**src/rtl/tsn_cbs_multiq_shaper_pkg.sv**
```systemverilog
// Shared definitions for the multi-queue credit-based shaper: FSM encoding,
// default parameter values and two's-complement saturation bounds.
package tsn_cbs_multiq_shaper_pkg;

  typedef enum logic {
    ST_IDLE = 1'b0,
    ST_TX   = 1'b1
  } cbs_state_t;

  localparam int DEF_QUEUE_NUM = 8;
  localparam int DEF_CREDIT_W  = 16;
  localparam int DEF_SLOPE_W   = 8;
  localparam int QID_W         = 4;

  // Most positive / most negative value of a w-bit signed credit.
  function automatic logic signed [63:0] sat_max(input int w);
    return (64'sd1 <<< (w - 1)) - 64'sd1;
  endfunction

  function automatic logic signed [63:0] sat_min(input int w);
    return -(64'sd1 <<< (w - 1));
  endfunction

endpackage

```
**src/rtl/tsn_cbs_credit_cell.sv**
```systemverilog
// One queue's shaping state: stored slopes/enable, the saturating credit
// register and the registered eligibility bit.
module tsn_cbs_credit_cell
  import tsn_cbs_multiq_shaper_pkg::*;
#(
  parameter int CREDIT_W = DEF_CREDIT_W,
  parameter int SLOPE_W  = DEF_SLOPE_W
) (
  input  logic                       i_clk,
  input  logic                       i_rst,
  input  logic                       i_cfg_wr,
  input  logic [SLOPE_W-1:0]         i_cfg_idleslope,
  input  logic [SLOPE_W-1:0]         i_cfg_sendslope,
  input  logic                       i_cfg_cbs_en,
  input  logic signed [CREDIT_W:0]   i_ceiling,
  input  logic                       i_empty,
  input  logic                       i_tx_sel,
  input  logic                       i_tx_valid,
  output logic signed [CREDIT_W-1:0] o_credit,
  output logic                       o_eligible
);

  localparam logic signed [CREDIT_W:0] C_MIN = (CREDIT_W+1)'(sat_min(CREDIT_W));

  logic [SLOPE_W-1:0]         r_idleslope;
  logic [SLOPE_W-1:0]         r_sendslope;
  logic                       r_cbs_en;
  logic signed [CREDIT_W-1:0] r_credit;
  logic                       r_eligible;

  logic signed [CREDIT_W:0]   w_ext;
  logic signed [CREDIT_W:0]   w_up;
  logic signed [CREDIT_W:0]   w_dn;
  logic signed [CREDIT_W-1:0] w_next;

  // One extra bit of headroom lets a single add/subtract overflow be caught.
  assign w_ext = {r_credit[CREDIT_W-1], r_credit};
  assign w_up  = w_ext + $signed({{(CREDIT_W+1-SLOPE_W){1'b0}}, r_idleslope});
  assign w_dn  = w_ext - $signed({{(CREDIT_W+1-SLOPE_W){1'b0}}, r_sendslope});

  always_comb begin
    // NOTE: default first, so no branch can leave w_next unassigned (no latch).
    w_next = r_credit;
    if (!r_cbs_en) begin
      w_next = '0;
    end else if (i_tx_sel && i_tx_valid) begin
      w_next = (w_dn < C_MIN) ? C_MIN[CREDIT_W-1:0] : w_dn[CREDIT_W-1:0];
    end else if (i_tx_sel) begin
      w_next = r_credit;
    end else if (!i_empty || (r_credit < 0)) begin
      w_next = (w_up > i_ceiling) ? i_ceiling[CREDIT_W-1:0] : w_up[CREDIT_W-1:0];
    end else if (r_credit > 0) begin
      w_next = '0;
    end
  end

  always_ff @(posedge i_clk) begin
    if (i_rst) begin
      // NOTE: slopes and enable are reset with the credit, so a queue never shapes on stale config.
      r_idleslope <= '0;
      r_sendslope <= '0;
      r_cbs_en    <= 1'b0;
      r_credit    <= '0;
      r_eligible  <= 1'b0;
    end else begin
      // NOTE: non-blocking updates so every read in this cycle sees pre-edge state.
      if (i_cfg_wr) begin
        r_idleslope <= i_cfg_idleslope;
        r_sendslope <= i_cfg_sendslope;
        r_cbs_en    <= i_cfg_cbs_en;
      end
      r_credit   <= w_next;
      r_eligible <= ~i_empty & (~r_cbs_en | ~r_credit[CREDIT_W-1]);
    end
  end

  assign o_credit   = r_credit;
  assign o_eligible = r_eligible;

endmodule

```
**src/rtl/tsn_cbs_multiq_shaper.sv**
```systemverilog
// Multi-queue 802.1Qav credit-based shaper: grant FSM plus one credit cell per
// queue. Define TSN_CBS_HICREDIT_EN to clamp positive credit to i_hicredit.
module tsn_cbs_multiq_shaper
  import tsn_cbs_multiq_shaper_pkg::*;
#(
  parameter int QUEUE_NUM = DEF_QUEUE_NUM,
  parameter int CREDIT_W  = DEF_CREDIT_W,
  parameter int SLOPE_W   = DEF_SLOPE_W
) (
  input  logic                          i_clk,
  input  logic                          i_rst,
  input  logic                          i_cfg_wr,
  input  logic [QID_W-1:0]              i_cfg_qid,
  input  logic [SLOPE_W-1:0]            i_cfg_idleslope,
  input  logic [SLOPE_W-1:0]            i_cfg_sendslope,
  input  logic                          i_cfg_cbs_en,
  input  logic [CREDIT_W-1:0]           i_hicredit,
  input  logic [QUEUE_NUM-1:0]          i_fifoc_empty,
  input  logic [QUEUE_NUM-1:0]          i_scheduing_rst,
  input  logic                          i_scheduing_rst_vld,
  input  logic                          i_pmac_tx_axis_valid,
  input  logic                          i_pmac_tx_axis_last,
  output logic [QUEUE_NUM-1:0]          o_queue,
  output logic                          o_queue_vld,
  output logic                          o_sched_err,
  output logic [QUEUE_NUM*CREDIT_W-1:0] o_credit_bus
);

  cbs_state_t               r_state;
  logic [QID_W-1:0]         r_tx_q;
  logic                     r_queue_vld;
  logic                     r_sched_err;
  logic [QID_W-1:0]         w_grant_idx;
  logic signed [CREDIT_W:0] w_ceiling;

`ifdef TSN_CBS_HICREDIT_EN
  // A non-positive ceiling degenerates to zero: the queue can never bank credit.
  assign w_ceiling = i_hicredit[CREDIT_W-1] ? '0 : {1'b0, i_hicredit};
`else
  localparam logic signed [CREDIT_W:0] C_MAX = (CREDIT_W+1)'(sat_max(CREDIT_W));
  logic w_unused_hicredit;
  assign w_ceiling         = C_MAX;
  assign w_unused_hicredit = ^i_hicredit;
`endif

  always_comb begin
    w_grant_idx = '0;
    for (int q = 0; q < QUEUE_NUM; q++) begin
      if (i_scheduing_rst[q]) w_grant_idx = QID_W'(q);
    end
  end

  always_ff @(posedge i_clk) begin
    if (i_rst) begin
      r_state     <= ST_IDLE;
      r_tx_q      <= '0;
      r_queue_vld <= 1'b0;
      r_sched_err <= 1'b0;
    end else begin
      r_queue_vld <= 1'b1;
      r_sched_err <= 1'b0;
      case (r_state)
        ST_IDLE: begin
          if (i_scheduing_rst_vld) begin
            if ($onehot(i_scheduing_rst)) begin
              r_state <= ST_TX;
              r_tx_q  <= w_grant_idx;
            end else begin
              r_sched_err <= 1'b1;
            end
          end
        end
        ST_TX: begin
          if (i_pmac_tx_axis_valid && i_pmac_tx_axis_last) r_state <= ST_IDLE;
        end
        default: r_state <= ST_IDLE;
      endcase
    end
  end

  for (genvar q = 0; q < QUEUE_NUM; q++) begin : g_cell
    logic w_cfg_hit;
    logic w_tx_sel;
    // Out-of-range queue ids match no cell and are dropped.
    assign w_cfg_hit = i_cfg_wr && (i_cfg_qid == QID_W'(q));
    assign w_tx_sel  = (r_state == ST_TX) && (r_tx_q == QID_W'(q));

    tsn_cbs_credit_cell #(
      .CREDIT_W (CREDIT_W),
      .SLOPE_W  (SLOPE_W)
    ) u_cell (
      .i_clk           (i_clk),
      .i_rst           (i_rst),
      .i_cfg_wr        (w_cfg_hit),
      .i_cfg_idleslope (i_cfg_idleslope),
      .i_cfg_sendslope (i_cfg_sendslope),
      .i_cfg_cbs_en    (i_cfg_cbs_en),
      .i_ceiling       (w_ceiling),
      .i_empty         (i_fifoc_empty[q]),
      .i_tx_sel        (w_tx_sel),
      .i_tx_valid      (i_pmac_tx_axis_valid),
      .o_credit        (o_credit_bus[q*CREDIT_W +: CREDIT_W]),
      .o_eligible      (o_queue[q])
    );
  end

  assign o_queue_vld = r_queue_vld;
  assign o_sched_err = r_sched_err;

endmodule

```
**config.mk**
```make
export PLATFORM = sky130hd
export DESIGN_NAME = tsn_cbs_multiq_shaper
export DESIGN_NICKNAME = d
export VERILOG_FILES = /design/src/rtl/tsn_cbs_multiq_shaper_pkg.sv /design/src/rtl/tsn_cbs_credit_cell.sv /design/src/rtl/tsn_cbs_multiq_shaper.sv
export SDC_FILE = /design/constraint.sdc
export NUM_CORES = 1
export LEC_CHECK = 0
export ABC_AREA = 1
export BUFFER_PORTS_ARGS = -buffer_cell sky130_fd_sc_hd__buf_2
export CAP_MARGIN = 10
export CELL_PAD_IN_SITES_DETAIL_PLACEMENT = 0
export CELL_PAD_IN_SITES_GLOBAL_PLACEMENT = 1
export CORE_ASPECT_RATIO = 1.1
export CORE_MARGIN = 2
export CORE_UTILIZATION = 35
export CTS_BUF_LIST = sky130_fd_sc_hd__clkbuf_8
export DETAILED_ROUTE_END_ITERATION = 7
export GPL_ROUTABILITY_DRIVEN = 0
export PLACE_DENSITY = 0.65
export SYNTH_ARGS = -nofsm -noshare
export SYNTH_HDL_FRONTEND = slang
export SYNTH_HIERARCHICAL = 1
export SYNTH_SLANG_ARGS = --single-unit
```
**constraint.sdc**
```tcl
create_clock -name i_clk -period 8.2 [get_ports i_clk]
set_input_delay 1.64 -clock i_clk [delete_from_list [all_inputs] [get_ports i_clk]]
set_output_delay 1.64 -clock i_clk [all_outputs]
set_load 0.05 [all_outputs]
```
==> impl_metrics.yaml, run 1 <==
run_status:
  outcome: "complete, no violations"
route:
  avgRoutedWirePerCell_um: 15.89
  drt-pass1-iter-count: 5
  vias_per_cell: 4.726
  wirelength_mm: 97.20
  ant_nets: 0
  vias: 28910
  route.detailed.drc: 0
  first_iter_violations: 1676
critical_path:
  cp_cell_sequence: "ha_1 > inv_1 > fa_1 > inv_1 > nand2_1 > nand2_1 > o21ai_2 > o21ai_0 > nand2_1 > nand2_1 > a21oi_1 > ha_1 > nand2_2 > nor2_1 > nand3_1 > nor2_2 > nor2_2 > nand3_2 > nand2_2 > inv_1 > nor2_1 > nor2_1 > nor2_1 > nor2_1"
  crit_path_frequent_cell: "nor2_1"
  critPathRequiredTime_ps: 8860
  reg2reg_from: "g_cell[5].u_cell/o_credit[0]$_SDFFE_PP0P_"
  critPathMaxFanout: 17
  start_kind: "flip-flop"
  path_class: "reg2reg"
  worstPathArrival_ps: 5290
  path_buf_inv: 3
  reg2reg_to: "g_cell[5].u_cell/o_credit[8]$_SDFFE_PP0P_"
  r2r_cells: 24
  cp_top_family: "simple AND/OR/NAND/NOR gates"
  cp_num_cells: 24
  r2r_slack_ps: 3570
  cp_slowest_cell: "o21ai_0"
  critPathMaxStageDelay_ps: 540
  end_kind: "flip-flop"
global_route:
  top_usage_layer: "met2"
  grt_util_all_layers: 0.2265
  antenna_found_initial: 12
  grt_pass1_vias: 27600
  gr-total-overflow: 0
  grt_pass1_wl_mm: 153.1
  grt_use_met3: 0.04071
  grt_use_met1: 0.2988
  grt_max_degree: 33
  use_met2: 0.3762
min_path:
  hold_start: "g_cell[3].u_cell/r_sendslope[5]$_SDFFE_PP0P_"
  hold_class: "reg2reg"
  hold_depth: 2
  holdPathEnd: "g_cell[3].u_cell/r_sendslope[5]$_SDFFE_PP0P_"
finish:
  syn2layout_area_growth_pct: 11.77
  regArea_um2: 5565
  final_common_cell: "nand2_1"
  multi_input_area_um2: 19700
  drive_gt1_frac: 0.1026
  n_fill_cell: 9130
  fin_nets: 5350
  final_cell_mix: "nand2_1, inv_1, nand3_1"
floorplanning:
  ios: 197
  die_x_um: 277.7
  fp-row-count: 110
  core_um2: 81750
  die_y_um: 305.1
  start_util: 0.3528
  dieArea_um2: 84730
pwr:
  power_density_nw_per_um2: 124.8
  leakage_nw: 19.60
  ir_drop_v: 0.0001132
timing:
  slew_headroom: 0.2110
  fin_crit_sh: 0.5652
  holdWs_ps: 462.7
  tns_ps: 0
  clock.fmax_mhz: 215.8
  hold_violations: 0
  skew_ps: 54.37
  rsz0062_at_grt: "no"
  drv_slew: 0
  tightest_slew_ps: 1183
  period_needed_ps: 4635
  setup_viol: 0
synthesis:
  synth_area_leader_cell: "dfxtp_1"
  yosysTopAreaCellShare: 0.1929
  yosys_warnings: 6
  ys_types: 45
  ys_top_cells_by_area: "dfxtp_1, nand2_1, ha_1"
  syn-cell-area_um2: 28850
  netlist_instances: 4741
  avgSynthCellArea_um2: 6.084
  yosys_register_bits: 278
  yosysSeqAreaShare: 0.1929
clocking:
  cts-root-buf: "clkbuf_8"
  clk_path_buf_depth: 3
  htreeDepth: 2
  cts_setup_buffers: 0
  ctsHoldBuffers: 0
  clkSlewWorstSetupHoldPaths_ps: 60
  insertion_delay_ps: 720
  cts_tree: "done"
  cts_inserted_buffers: 60
  cts.repair.resized: 0
  cts_sinks: 278
placement:
  portBuffers: 180
  dp_hpwl_mm: 75.00
flow_run:
  drv_cap: 0
cell usage after synthesis (all sizes together):
cell,n
o21ai,333
dfxtp,278
nor4,10
o211ai,4
and2,10
xor2,80
a21oi,199
a31oi,4
nor2,551
clkbuf,46
xnor2,40
nand4,50
or2,12
nand3b,21
a21boi,4
fa,20
inv,868
conb,2
buf,88
a21o,24
o21a,4
ha,267
nand3,669
nand2,1119
o21bai,2
nor3,36
where the power goes:
group          switching (mW)  internal, mW  total [mW]
Combinational           0.572         0.257       0.829
Sequential             0.0214          1.38        1.40
Clock                   0.734          1.06        1.80
worst max-delay path by stage:
stage,slack (ps),startpoint,endpoint
floorplan,3790,i_scheduing_rst[0],r_tx_q[0]$_SDFFE_PP0P_
global placement,3380,i_scheduing_rst[0],r_tx_q[1]$_SDFFE_PP0P_
detailed placement,3390,i_scheduing_rst[0],r_tx_q[1]$_SDFFE_PP0P_
CTS,3730,g_cell[3].u_cell/o_credit[0]$_SDFFE_PP0P_,g_cell[3].u_cell/o_credit[8]$_SDFFE_PP0P_
global route,3180,g_cell[5].u_cell/o_credit[1]$_SDFFE_PP0P_,g_cell[5].u_cell/o_credit[8]$_SDFFE_PP0P_
finish,3570,g_cell[5].u_cell/o_credit[0]$_SDFFE_PP0P_,g_cell[5].u_cell/o_credit[8]$_SDFFE_PP0P_
metrics by stage:
step | area, um2 | total power, mW | setup WS, ps | std cells | util
2_1_floorplan | 29380 | 2.059 | 3794 | 4883 | -
3_3_place_gp | 30850 | 2.247 | 3384 | 6005 | 0.3773
3_5_place_dp | 30850 | 2.247 | 3392 | 6005 | 0.3773
4_1_cts | 32220 | 4.084 | 3732 | 6111 | 0.3941
5_1_grt | 32240 | 4.263 | 3180 | 6115 | 0.3943
6_report | 32240 | 4.023 | 3565 | 6116 | 0.3944
layer usage:
| metal | share of wire | vias up |
|---|---|---|
| met5 | 0.00067 | - |
| met4 | 0.028 | 10 |
| met3 | 0.048 | 128 |
| met2 | 0.46 | 486 |
| met1 | 0.47 | 12820 |
| li1 | - | 15460 |
flip-flops by register name, summed over array words and instances (netlist names):
signal	flops
g_cell.u_cell/r_idleslope	64
g_cell.u_cell/o_eligible	8
r_tx_q	3
r_state	1
g_cell.u_cell/r_sendslope	64
g_cell.u_cell/r_cbs_en	8
g_cell.u_cell/o_credit	128
o_queue_vld	1
o_sched_err	1
tightest hold or removal path: cells and delay by family, from the launching register on:
family | cells | cell delay [ps]
buffers and inverters | 1 | 60
AO/OA/AOI/OAI | 1 | 60
flip-flops | 1 | 290
cell families (layout without fill, tap and decap cells):
| group | after synthesis | after routing | share of synthesized area |
|---|---|---|---|
| buffers and inverters | 1002 | 1167 | 0.1425 |
| AOI/OAI and AO/OA | 574 | 574 | 0.1059 |
| xor gates and xnor gates | 120 | 120 | 0.03644 |
| other | 2 | 148 | 0.0002604 |
| and+or+nand+nor | 2478 | 2478 | 0.3922 |
| adders and majority gates | 287 | 287 | 0.1297 |
| DFF | 278 | 278 | 0.1929 |
area by class of cell:
type,instances,share of cell area
multi-input combinational,3603,0.6111
sequential,278,0.1726
inverter,868,0.1011
tap,1064,0.04129
clock buffer,74,0.03159
timing repair buffer,193,0.03109
clock inverter,32,0.01098
antenna,4,0.0003105
No activity file was read; power rests on OpenSTA's default activity.
==> inputs of run 2 (changes only) <==
==> constraint.sdc (replaced) <==
create_clock -name i_clk -period 4.8 [get_ports i_clk]
set_input_delay 0.96 -clock i_clk [delete_from_list [all_inputs] [get_ports i_clk]]
set_output_delay 0.96 -clock i_clk [all_outputs]
set_load 0.05 [all_outputs]
==> run 2 against run 1 <==
Against the previous run:
- final area rose by 0.29%
- setup slack got worse by 2800 ps
- sequential share of layout area fell by 0.050 points
- die area did not move
- critical endpoint is now g_cell[0].u_cell/o_credit[9]$_SDFFE_PP0P_
- highest routed layer unchanged
==> impl_metrics.yaml, run 2 (same netlist as run 1, synthesis figures left out) <==
route:
  vias_per_cell: 4.719
  ant_nets: 0
  vias: 28970
  route.detailed.drc: 0
  wirelength_mm: 96.32
  avgRoutedWirePerCell_um: 15.69
  first_iter_violations: 1476
  drt-pass1-iter-count: 5
timing:
  holdWs_ps: 464.0
  tightest_slew_ps: 1122
  period_needed_ps: 3985
  tns_ps: 0
  setup_viol: 0
  hold_violations: 0
  clock.fmax_mhz: 250.9
  rsz0062_at_grt: "no"
  skew_ps: 53.93
  fin_crit_sh: 0.8302
  slew_headroom: 0.2505
  setup_slack_ps: 815.1
  drv_slew: 0
clocking:
  clkSlewWorstSetupHoldPaths_ps: 60
  insertion_delay_ps: 720
  cts-root-buf: "clkbuf_8"
  cts_tree: "done"
  cts_inserted_buffers: 58
  cts.repair.resized: 0
  clk_path_buf_depth: 3
  cts_setup_buffers: 0
  ctsHoldBuffers: 0
  cts_sinks: 278
  htreeDepth: 2
global_route:
  antenna_found_initial: 11
  grt_max_degree: 33
  grt_pass1_wl_mm: 152.8
  grt_pass1_vias: 27500
  gr-total-overflow: 0
  grt_util_all_layers: 0.2258
floorplanning:
  die_x_um: 277.7
  core_um2: 81750
  fp-row-count: 110
  die_y_um: 305.1
  dieArea_um2: 84730
  ios: 197
  start_util: 0.3528
pwr:
  ir_drop_v: 0.0001827
  totalPowerFinal_mw: 6.678
  power_density_nw_per_um2: 206.5
  power_frac_clock: 0.430
  combPwrFrac: 0.213
  leakage_nw: 19.66
  swShare: 0.3406
  p_sw_mw: 2.275
  seqPwrFrac: 0.357
  internal_power_mw: 4.403
finish:
  design_area_um2: 32330
  final-instance-count-excl-fill: 6139
  final_util: 0.3955
  drive_gt1_frac: 0.1075
  largest_reg_flops: 128
  syn2layout_area_growth_pct: 12.10
  multi_input_area_um2: 19700
  n_fill_cell: 9289
  final_cell_mix: "nand2_1, inv_1, nand3_1"
  final_common_cell: "nand2_1"
  regArea_um2: 5565
  fin_nets: 5374
critical_path:
  r2r_cells: 24
  end_kind: "flip-flop"
  crit_path_frequent_cell: "nor2_1"
  critPathRequiredTime_ps: 5430
  start_kind: "flip-flop"
  path_class: "reg2reg"
  cp_cell_sequence: "ha_1 > inv_1 > fa_1 > inv_1 > nand2_1 > nand2_1 > o21ai_2 > o21ai_0 > nand2_1 > nand2_1 > a21oi_1 > ha_1 > nand2_2 > nor2_1 > nand3_1 > nor2_2 > nor2_2 > nand3_2 > nand2_2 > inv_1 > nor2_1 > nor2_1 > nor2_1 > nor2_1"
  r2r_slack_ps: 820
  critPathMaxStageDelay_ps: 510
  reg2reg_to: "g_cell[0].u_cell/o_credit[9]$_SDFFE_PP0P_"
  critPathMaxFanout: 11
  reg2reg_from: "g_cell[0].u_cell/o_credit[0]$_SDFFE_PP0P_"
  worstPathArrival_ps: 4620
  cp_slowest_cell: "dfxtp_1"
min_path:
  hold_class: "reg2reg"
  hold_start: "g_cell[5].u_cell/r_sendslope[6]$_SDFFE_PP0P_"
  holdPathEnd: "g_cell[5].u_cell/r_sendslope[6]$_SDFFE_PP0P_"
  hold_depth: 2
placement:
  dp_hpwl_mm: 74.75
  portBuffers: 180
  place_ws_ps: 707.1
  place_area_um2: 31040
  placed_cells_incl_taps: 6031
run_status:
  outcome: "complete, no violations"
flow_run:
  drv_cap: 0
run 2: cell types whose count changed in the layout (fill, tap and decap cells not counted), moves of 2 or more:
cell | before | now
clkbuf_8 | 74 | 67
clkinvlp_4 | 1 | 5
bufinv_16 | 8 | 6
clkinv_2 | 6 | 12
buf_4 | 12 | 38
inv_1 | 865 | 862
run 2: final cells by class:
type | instances | share of cell area
diodes | 3 | 0.0002322
clock buffers | 67 | 0.02852
clock inverters | 37 | 0.01076
inverters | 868 | 0.1008
multi-input cells | 3603 | 0.6093
flip-flops and latches | 278 | 0.1721
well taps | 1064 | 0.04117
repair buffers | 219 | 0.03715
run 2: worst max-delay path by stage:
stage	start	slack, ps	cells past startpoint	endpoint
floorplan	i_scheduing_rst[0]	1070	13	r_tx_q[0]$_SDFFE_PP0P_
global placement	i_scheduing_rst[0]	740	14	r_tx_q[1]$_SDFFE_PP0P_
detailed placement	i_scheduing_rst[0]	710	14	r_tx_q[1]$_SDFFE_PP0P_
CTS	g_cell[0].u_cell/o_credit[0]$_SDFFE_PP0P_	810	24	g_cell[0].u_cell/o_credit[9]$_SDFFE_PP0P_
global route	g_cell[0].u_cell/o_credit[0]$_SDFFE_PP0P_	380	25	g_cell[0].u_cell/o_credit[14]$_SDFFE_PP0P_
finish	g_cell[0].u_cell/o_credit[0]$_SDFFE_PP0P_	820	24	g_cell[0].u_cell/o_credit[9]$_SDFFE_PP0P_
run 2: power groups by stage:
stage,combinational (mW),clock [mW],sequential (mW)
after global placement,1.41,0,2.44
after CTS,1.42,2.99,2.39
after detailed placement,1.41,0,2.44
after global routing,1.63,3.07,2.39
after floorplan,1.06,0,2.46
final,1.42,2.87,2.39
run 2: critical path, delay by kind of cell (launching register included):
family / cells / cell delay [ps]
flops: 1 / 510
fa+ha+maj: 3 / 1000
buf+inv: 3 / 350
simple gates: 15 / 1530
compound gates: 3 / 540
run 2: routing by layer:
layer | GRT usage | wire length, um | share of wire
met1 | 0.2982 | 45450 | 0.47
met2 | 0.3764 | 43800 | 0.45
met3 | 0.03848 | 4431 | 0.046
met4 | 0.06373 | 2580 | 0.027
met5 | 0 | 58 | 0.00060
